**src/rtl/fetch_issue_unit.sv**
```systemverilog
// Front end of the RV32I OoO core: PC generation, icache fetch, fetch queue and issue.
// Optional BRANCH_PREDICT_EN makes branch next-PC and issuePredJump follow the predictor.
//
// state      | meaning
// FETCH      | requesting words at pc_q while the queue has room
// WAIT_JALR  | JALR fetched, holding PC until the target is resolved
module fetch_issue_unit #(
    parameter int          ROB_WIDTH = 4,
    parameter int          FQ_WIDTH  = 3,
    parameter logic [31:0] RESET_PC  = 32'h0
) (
    input  logic                 clockIn,
    input  logic                 resetIn,
    output logic                 fetchReq,
    output logic [31:0]          fetchAddr,
    input  logic                 instrInValid,
    input  logic [31:0]          instrIn,
    input  logic [31:0]          instrAddr,
    input  logic                 jump,
    input  logic                 jalrValid,
    input  logic [31:0]          jalrTarget,
    input  logic                 flushValid,
    input  logic [31:0]          flushAddr,
    input  logic                 robFull,
    input  logic                 rsFull,
    input  logic                 lsbFull,
    input  logic [ROB_WIDTH-1:0] robNext,
    output logic                 issueValid,
    output logic [31:0]          issueInstr,
    output logic [31:0]          issueAddr,
    output logic                 issuePredJump,
    output logic [1:0]           issueUnit,
    output logic [ROB_WIDTH-1:0] issueRobIndex
);

    localparam int               DEPTH   = 1 << FQ_WIDTH;
    localparam logic [FQ_WIDTH:0] DEPTH_C = (FQ_WIDTH+1)'(DEPTH);

    localparam logic [6:0] OP_JAL    = 7'b1101111;
    localparam logic [6:0] OP_JALR   = 7'b1100111;
    localparam logic [6:0] OP_BRANCH = 7'b1100011;
    localparam logic [6:0] OP_ALU    = 7'b0110011;
    localparam logic [6:0] OP_ALUI   = 7'b0010011;
    localparam logic [6:0] OP_LOAD   = 7'b0000011;
    localparam logic [6:0] OP_STORE  = 7'b0100011;

    typedef enum logic {
        S_FETCH,
        S_WAIT_JALR
    } state_t;

    state_t                state_q, state_d;
    logic [31:0]           pc_q, pc_d;
    logic [FQ_WIDTH-1:0]   head_q, head_d;
    logic [FQ_WIDTH-1:0]   tail_q, tail_d;
    logic [FQ_WIDTH:0]     count_q, count_d;

    logic [31:0]           fq_instr_q [DEPTH];
    logic [31:0]           fq_addr_q  [DEPTH];
    logic                  fq_pred_q  [DEPTH];

    logic                  push;
    logic [6:0]            in_opcode;
    logic [31:0]           j_imm;
    logic [31:0]           b_imm;
    logic                  pred_in;
    logic [6:0]            head_opcode;
    logic [1:0]            unit;

    assign fetchReq  = (state_q == S_FETCH) & (count_q < DEPTH_C) & ~flushValid & ~resetIn;
    assign fetchAddr = pc_q;

    // Responses for any other address are stale (issued before a redirect) and dropped.
    assign push = fetchReq & instrInValid & (instrAddr == pc_q);

    assign in_opcode = instrIn[6:0];
    assign j_imm = {{11{instrIn[31]}}, instrIn[31], instrIn[19:12], instrIn[20],
                    instrIn[30:21], 1'b0};
    assign b_imm = {{19{instrIn[31]}}, instrIn[31], instrIn[7], instrIn[30:25],
                    instrIn[11:8], 1'b0};

`ifdef BRANCH_PREDICT_EN
    assign pred_in = jump & (in_opcode == OP_BRANCH);
`else
    logic unused_jump;
    assign unused_jump = jump;
    assign pred_in     = 1'b0;
`endif

    assign issueInstr  = fq_instr_q[head_q];
    assign issueAddr   = fq_addr_q[head_q];
    assign head_opcode = issueInstr[6:0];

    always_comb begin
        unit = 2'd0;
        case (head_opcode)
            OP_ALU, OP_ALUI:  unit = 2'd1;
            OP_LOAD, OP_STORE: unit = 2'd2;
            default:          unit = 2'd0;
        endcase
    end

    assign issueUnit     = unit;
    assign issueRobIndex = robNext;
    assign issuePredJump = (count_q != '0) & fq_pred_q[head_q];
    assign issueValid    = (count_q != '0) & ~robFull
                         & ~((unit == 2'd1) & rsFull)
                         & ~((unit == 2'd2) & lsbFull)
                         & ~flushValid;

    always_comb begin
        state_d = state_q;
        pc_d    = pc_q;
        head_d  = head_q;
        tail_d  = tail_q;
        count_d = count_q;
        if (flushValid) begin
            head_d  = '0;
            tail_d  = '0;
            count_d = '0;
            pc_d    = flushAddr;
            state_d = S_FETCH;
        end else begin
            if (push) begin
                tail_d = tail_q + FQ_WIDTH'(1);
            end
            if (issueValid) begin
                head_d = head_q + FQ_WIDTH'(1);
            end
            case ({push, issueValid})
                2'b10:   count_d = count_q + (FQ_WIDTH+1)'(1);
                2'b01:   count_d = count_q - (FQ_WIDTH+1)'(1);
                default: count_d = count_q;
            endcase
            case (state_q)
                S_FETCH: begin
                    if (push) begin
                        case (in_opcode)
                            OP_JAL:    pc_d = pc_q + j_imm;
                            OP_BRANCH: pc_d = pred_in ? (pc_q + b_imm) : (pc_q + 32'd4);
                            OP_JALR:   state_d = S_WAIT_JALR;
                            default:   pc_d = pc_q + 32'd4;
                        endcase
                    end
                end
                S_WAIT_JALR: begin
                    if (jalrValid) begin
                        pc_d    = jalrTarget;
                        state_d = S_FETCH;
                    end
                end
                default: state_d = S_FETCH;
            endcase
        end
    end

    always_ff @(posedge clockIn) begin
        if (resetIn) begin
            state_q <= S_FETCH;
            pc_q    <= RESET_PC;
            head_q  <= '0;
            tail_q  <= '0;
            count_q <= '0;
        end else begin
            state_q <= state_d;
            pc_q    <= pc_d;
            head_q  <= head_d;
            tail_q  <= tail_d;
            count_q <= count_d;
        end
    end

    // Payload storage needs no reset; occupancy is tracked by count_q alone.
    always_ff @(posedge clockIn) begin
        if (push) begin
            fq_instr_q[tail_q] <= instrIn;
            fq_addr_q[tail_q]  <= pc_q;
            fq_pred_q[tail_q]  <= pred_in;
        end
    end

endmodule

```
**config.mk**
```make
export PLATFORM = sky130hd
export DESIGN_NAME = fetch_issue_unit
export DESIGN_NICKNAME = d
export VERILOG_FILES = /design/src/rtl/fetch_issue_unit.sv
export SDC_FILE = /design/constraint.sdc
export NUM_CORES = 1
export LEC_CHECK = 0
export CELL_PAD_IN_SITES_DETAIL_PLACEMENT = 0
export CELL_PAD_IN_SITES_GLOBAL_PLACEMENT = 2
export CORE_MARGIN = 8
export CORE_UTILIZATION = 33
export CTS_BUF_LIST = sky130_fd_sc_hd__clkbuf_4 sky130_fd_sc_hd__clkbuf_8 sky130_fd_sc_hd__clkbuf_16
export DETAILED_ROUTE_END_ITERATION = 8
export PLACE_DENSITY_LB_ADDON = 0.1
export REMOVE_ABC_BUFFERS = 1
export SLEW_MARGIN = 10
export SYNTH_ARGS = -nofsm -noshare
export SYNTH_HDL_FRONTEND = slang
export SYNTH_SLANG_ARGS = --single-unit
export TNS_END_PERCENT = 30
```
**constraint.sdc**
```tcl
create_clock -name clockIn -period 9.05 [get_ports clockIn]
set_clock_uncertainty 0.15 [all_clocks]
set_input_delay 0.905 -clock clockIn [delete_from_list [all_inputs] [get_ports clockIn]]
set_output_delay 0.905 -clock clockIn [all_outputs]
set_load 0.1 [all_outputs]
```
[Word level (Yosys, flattened, before mapping)]
Memory sizes are Yosys's and may differ from the RTL's. A register that Yosys moved wholly into a read port is not among the register bits.
Index checks and enable logic that the tools add are counted.
Storage, ports and cells
  bits of input ports: 141
  output and inout port bits: 105
  register bits: 43
  logic and storage cells: 69
  memories kept: 2
  bits in writable memories: 512
  bits in latches: 0
  bits in read-only memories: 0
Operators by class
  eq/ne operators: 14
  multipliers: 0
  shift-type cells: 0
  divide/modulo/power cells: 0
  reduce and logical (&&, ||, !) cells: 6
  bitwise logic cells: 18
  muxes and demuxes: 17
  $lt $le $gt $ge: 1
  add/sub/neg operators: 6
Memories
  fq_addr_q: words 8, width 32, rd ports 1, clocked after Yosys merged registers in 1, write ports 1, RTL line 59  | logic [31:0] fq_addr_q [DEPTH];
  fq_instr_q: words 8, width 32, rd ports 1, clocked after Yosys merged registers in 1, write ports 1, RTL line 58  | logic [31:0] fq_instr_q [DEPTH];
Operators with widths (number)
  one-hot mux 32 bit (2 select lines): 2
  two-way mux 32 bit: 3
  adder 32 x 3 -> 32 bit, second input constant: 1
  adder 32 bit: 1
  equality test 32 bit: 1
  equality test 7 x 6 -> 1 bit, second input constant: 2
  equality test 7 bit, second input constant: 2
  two-way mux 3 bit: 4
  AND 1 bit: 11
  != test 3 bit, second input constant: 3
  one-hot mux 4 bit (2 select lines): 1
  equality test 7 x 2 -> 1 bit, second input constant: 1
  equality test 7 x 5 -> 1 bit, second input constant: 1
  adder 3 x 1 -> 3 bit, second input constant: 2
  NOT 1 bit: 6
  OR reduction 2 bit: 3
  two-way mux 1 bit: 5
  adder 4 x 1 -> 4 bit, second input constant: 1
  equality test 2 x 1 -> 1 bit, second input constant: 2
  equality test 2 bit, second input constant: 2
  less-than comparator 4 bit, second input constant: 1
  one-hot mux 2 bit (2 select lines): 1
  nonzero test 4 bit: 1
  subtractor 4 x 1 -> 4 bit, second input constant: 1
  other kinds (4): 4

[Depth between registers and ports, before layout]
  depth in word-level cells: 11
  mapped depth: 14
  gate-level depth less buffers: 13

[Worst setup path before layout]
Ideal clock, no wire load.
  path type: input port to flip-flop
  start: in flushValid
  end: mem fq_addr_q[2][0], enable pin
  stages: 8
  path slack: -0.244 ns
  library setup time: 0.578 ns
  required time: 8.322 ns
  data arrival time: 8.567 ns
  path buffers: 2
  path through: buf_6 -> nor4_4 -> and4bb_1 -> or4b_1 -> or4_1 -> buf_4 -> or2_2 -> nor3b_1
Between the ends
  cells in the longest elaborated chain, start to end: 7
Ends and longest elaborated chain
  start, declared: RTL line 22  | input logic flushValid,
  NOT 1 bit: RTL line 70  | assign fetchReq = (state_q == S_FETCH) & (count_q < DEPTH_C) & ~flushValid & ~resetIn;
  AND 1 bit (2 in series): RTL line 70
  net fetchReq: RTL line 14  | output logic fetchReq,
  AND 1 bit (2 in series): RTL line 74  | assign push = fetchReq & instrInValid & (instrAddr == pc_q);
  two-way mux 1 bit: RTL line 175  | if (push) begin
  two-way mux 1 bit
  end, declared: RTL line 59
The timed path passes the listed nets, and every way through them passes these cells.

==> metrics.md <==
| Metric | Value |
|---|---|
| Synth cell types | 75 |
| FF-to-FF End | fq_instr_q[4][26] |
| Mean Syn Cell Area | 16.28 um2 |
| PD cells | 190.5 nW/um2 |
| Ys async rst share | 0% |
| Total gr overflow | 0 |
| Boundary Pins | 246 |
| Core Rows | 100 |
| Drt drc | 0 |
| Ant. Diodes | 0 |
| RSZ-0062 raised after global routing | false |
| WL final | 74080 um |
| Req. time, crit path | 8.00 ns |
| CTS tree | built |
| Actual slew at the worst max-slew pin | 1.050 ns |
| First-pass DRT Iterations | 4 |
| Number of synthesized flops with an enable pin | 512 |
| Setup CP Type | reg2out |
| PostCTS Resize Cnt | 0 |
| Most frequent cells in the layout | 512 x edfxtp_1, 235 x clkdlybuf4s50_1, 128 x mux4_2, 80 x a21oi_1, 77 x nand2_1 |
| Critical Path Sink Type | output pin |
| Via count | 14490 |
| Die Width | 289.2 um |
| Tcrit/Tclk final | 62.36% |
| Outcome | finished clean |
| Reg2reg setup slack | 4.21 ns |
| Overall Power | 5.749 mW |
| Reg2reg start | fetchAddr[7] |
| Startpoint class of the critical path | flop |
| Yosys warns | 0 |
| Nets | 1945 |
| Max Cap Viol | 0 |
| FMAX | 177.2 MHz |
| Fraction of layout cells with a size suffix above 1 | 20.47% |
| Commonest non-fill, non-tap cell in the layout | edfxtp_1 |
| Core ar. | 74200 um2 |
| GP Congestion | 0.7891 |
| Initial core utilization | 33.19% |
| H-Tree Depth | 2 |
| Clk Latency, worst-skew pair | 0.62 ns |
| Vias per inst | 5.201 |
| CTS Buffer Depth | 3 |
| Peak supply drop | 0.1376 mV |
| Dominant synthesized flop cell | edfxtp_1 |
| Synth Cell Area | 24630 um2 |
| Largest net degree at the start of global routing | 52 |
| First-pass GRT wire length | 107000 um |
| Hold Buf Count CTS | 0 |
| Design Area, Final | 30170 um2 |
| Clock root cell | clkbuf_16 |
| Drt wl/cell | 26.59 um |
| P_leak | 9.802 nW |
| Clock sink total | 558 |
| Die Ht | 289.2 um |
| Sequential area share after synthesis | 66.17% |
| Placed cell areas | 28180 um2 |
| Slew headroom | 29.75% |
| Worst Hold Endpoint | tail_q[0] |
| Min-Delay Startpoint | tail_q[0] |
| Post-Synthesis Cells | 1513 |
| Fin. Hold Viols | 0 |
| Initial antenna violation count | 1 |
| CP max FO | 36 |
| Setup TNS | 0 ns |
| Minimum clock period | 5.643 ns |
| Routed Antenna Nets | 0 |
| Setup bufs post-CTS | 0 |
| CTS clk-pin slew, worst paths | 0.06 ns |
| Number of endpoints failing setup at the final stage | 0 |
| Max Slew Vio Count | 0 |
| Initial DRC count | 1063 |
| Register-to-Register Path Depth | 7 |
| Die footprint | 83630 um2 |
| Port Buffers | 235 |
| Total CTS buffers | 59 |
| Gr usage total | 17.62% |
| Number of global-route vias before repair | 15040 |
| Worst Path Arrival | 4.59 ns |
| Post-detail-place hpwl | 47370 um |
| Worst hold path type | reg2reg |
| Worst hold path cell count | 2 |
| Syn-to-layout area delta | 22.52% |
| Seq cells post-synth | 558 |
where the power goes:
group / internal (mW) / switching, mW / total (mW)
combinational: 0.151 / 0.273 / 0.424
sequential: 2.82 / 0.0326 / 2.86
clock: 1.45 / 1.01 / 2.47
worst max path at each step:
stage                                   end  cells past startpoint
after global routing             issueValid                      8
final                            issueValid                      8
after global placement    fq_instr_q[4][21]                      9
after CTS                        issueValid                      8
after detailed placement   fq_instr_q[4][9]                      9
after floorplan                  count_q[3]                     12
area by class of cell:
cell class                      instances  area, um2
Sequential cell                       558      16310
Multi-Input combinational cell        845       7895
Clock buffer                           81       1690
Timing Repair Buffer                  277       2668
Inverter                               25      93.84
Fill cell                            6814      44020
Tap cell                              969       1212
Clock inverter                         31      306.5
critical path, cell delays in order (launching register included):
cell and delay [ns]:
dfxtp_4 0.43, buf_4 0.62, mux4_2 0.58, mux2_2 0.31, nand2_1 0.10, or4_1 0.21
o21ai_0 0.21, inv_1 0.29, clkdlybuf4s50_1 1.20
sequential cells by signal (all words and copies together), names as in the netlist, named ones only:
signal and count:
count_q 4, fetchAddr 32, fq_addr_q 256, fq_instr_q 256
head_q 3, state_q 1, tail_q 3
routing by layer:
layer  wire length [um]  GRT usage, %
met5                 13             0
met3               3851         3.591
met4               1028         3.433
met1              35670         25.53
met2              33520         27.39
cell families after synthesis:
family	after synthesis	synth area share, %
xor+xnor	78	2.774
simple gates	298	6.096
flops	558	66.17
fa+ha+maj	38	1.991
mux	201	15.00
other cells	1	0.01523
compound gates	229	5.995
buf+inv	110	1.966
cell usage after synthesis (all sizes together), types with 33 or more instances:
library cell  number  area, um2
a21oi             81      409.1
xor2              48      420.4
buf               33      195.2
dfxtp             46      920.9
edfxtp           512      15370
nand2             77      289.0
ha                36      450.4
nor2              74      280.3
clkbuf            52      195.2
mux2              64      720.7
o21ai             52      260.3
mux4             128       2883
through the flow:
stage               hold WS [ns]  std cells  utilization [%]  worst slack [ns]
global placement          0.3224       2674            37.98             3.303
CTS                       0.3409       2786            40.67             3.179
floorplan                 0.3041       1428                -           -0.4300
detailed placement        0.3321       2674            37.98             3.260
finish                    0.3400       2786            40.67             3.407
global route              0.3621       2786            40.67             3.069
No activity file was read; power rests on OpenSTA's default activity.
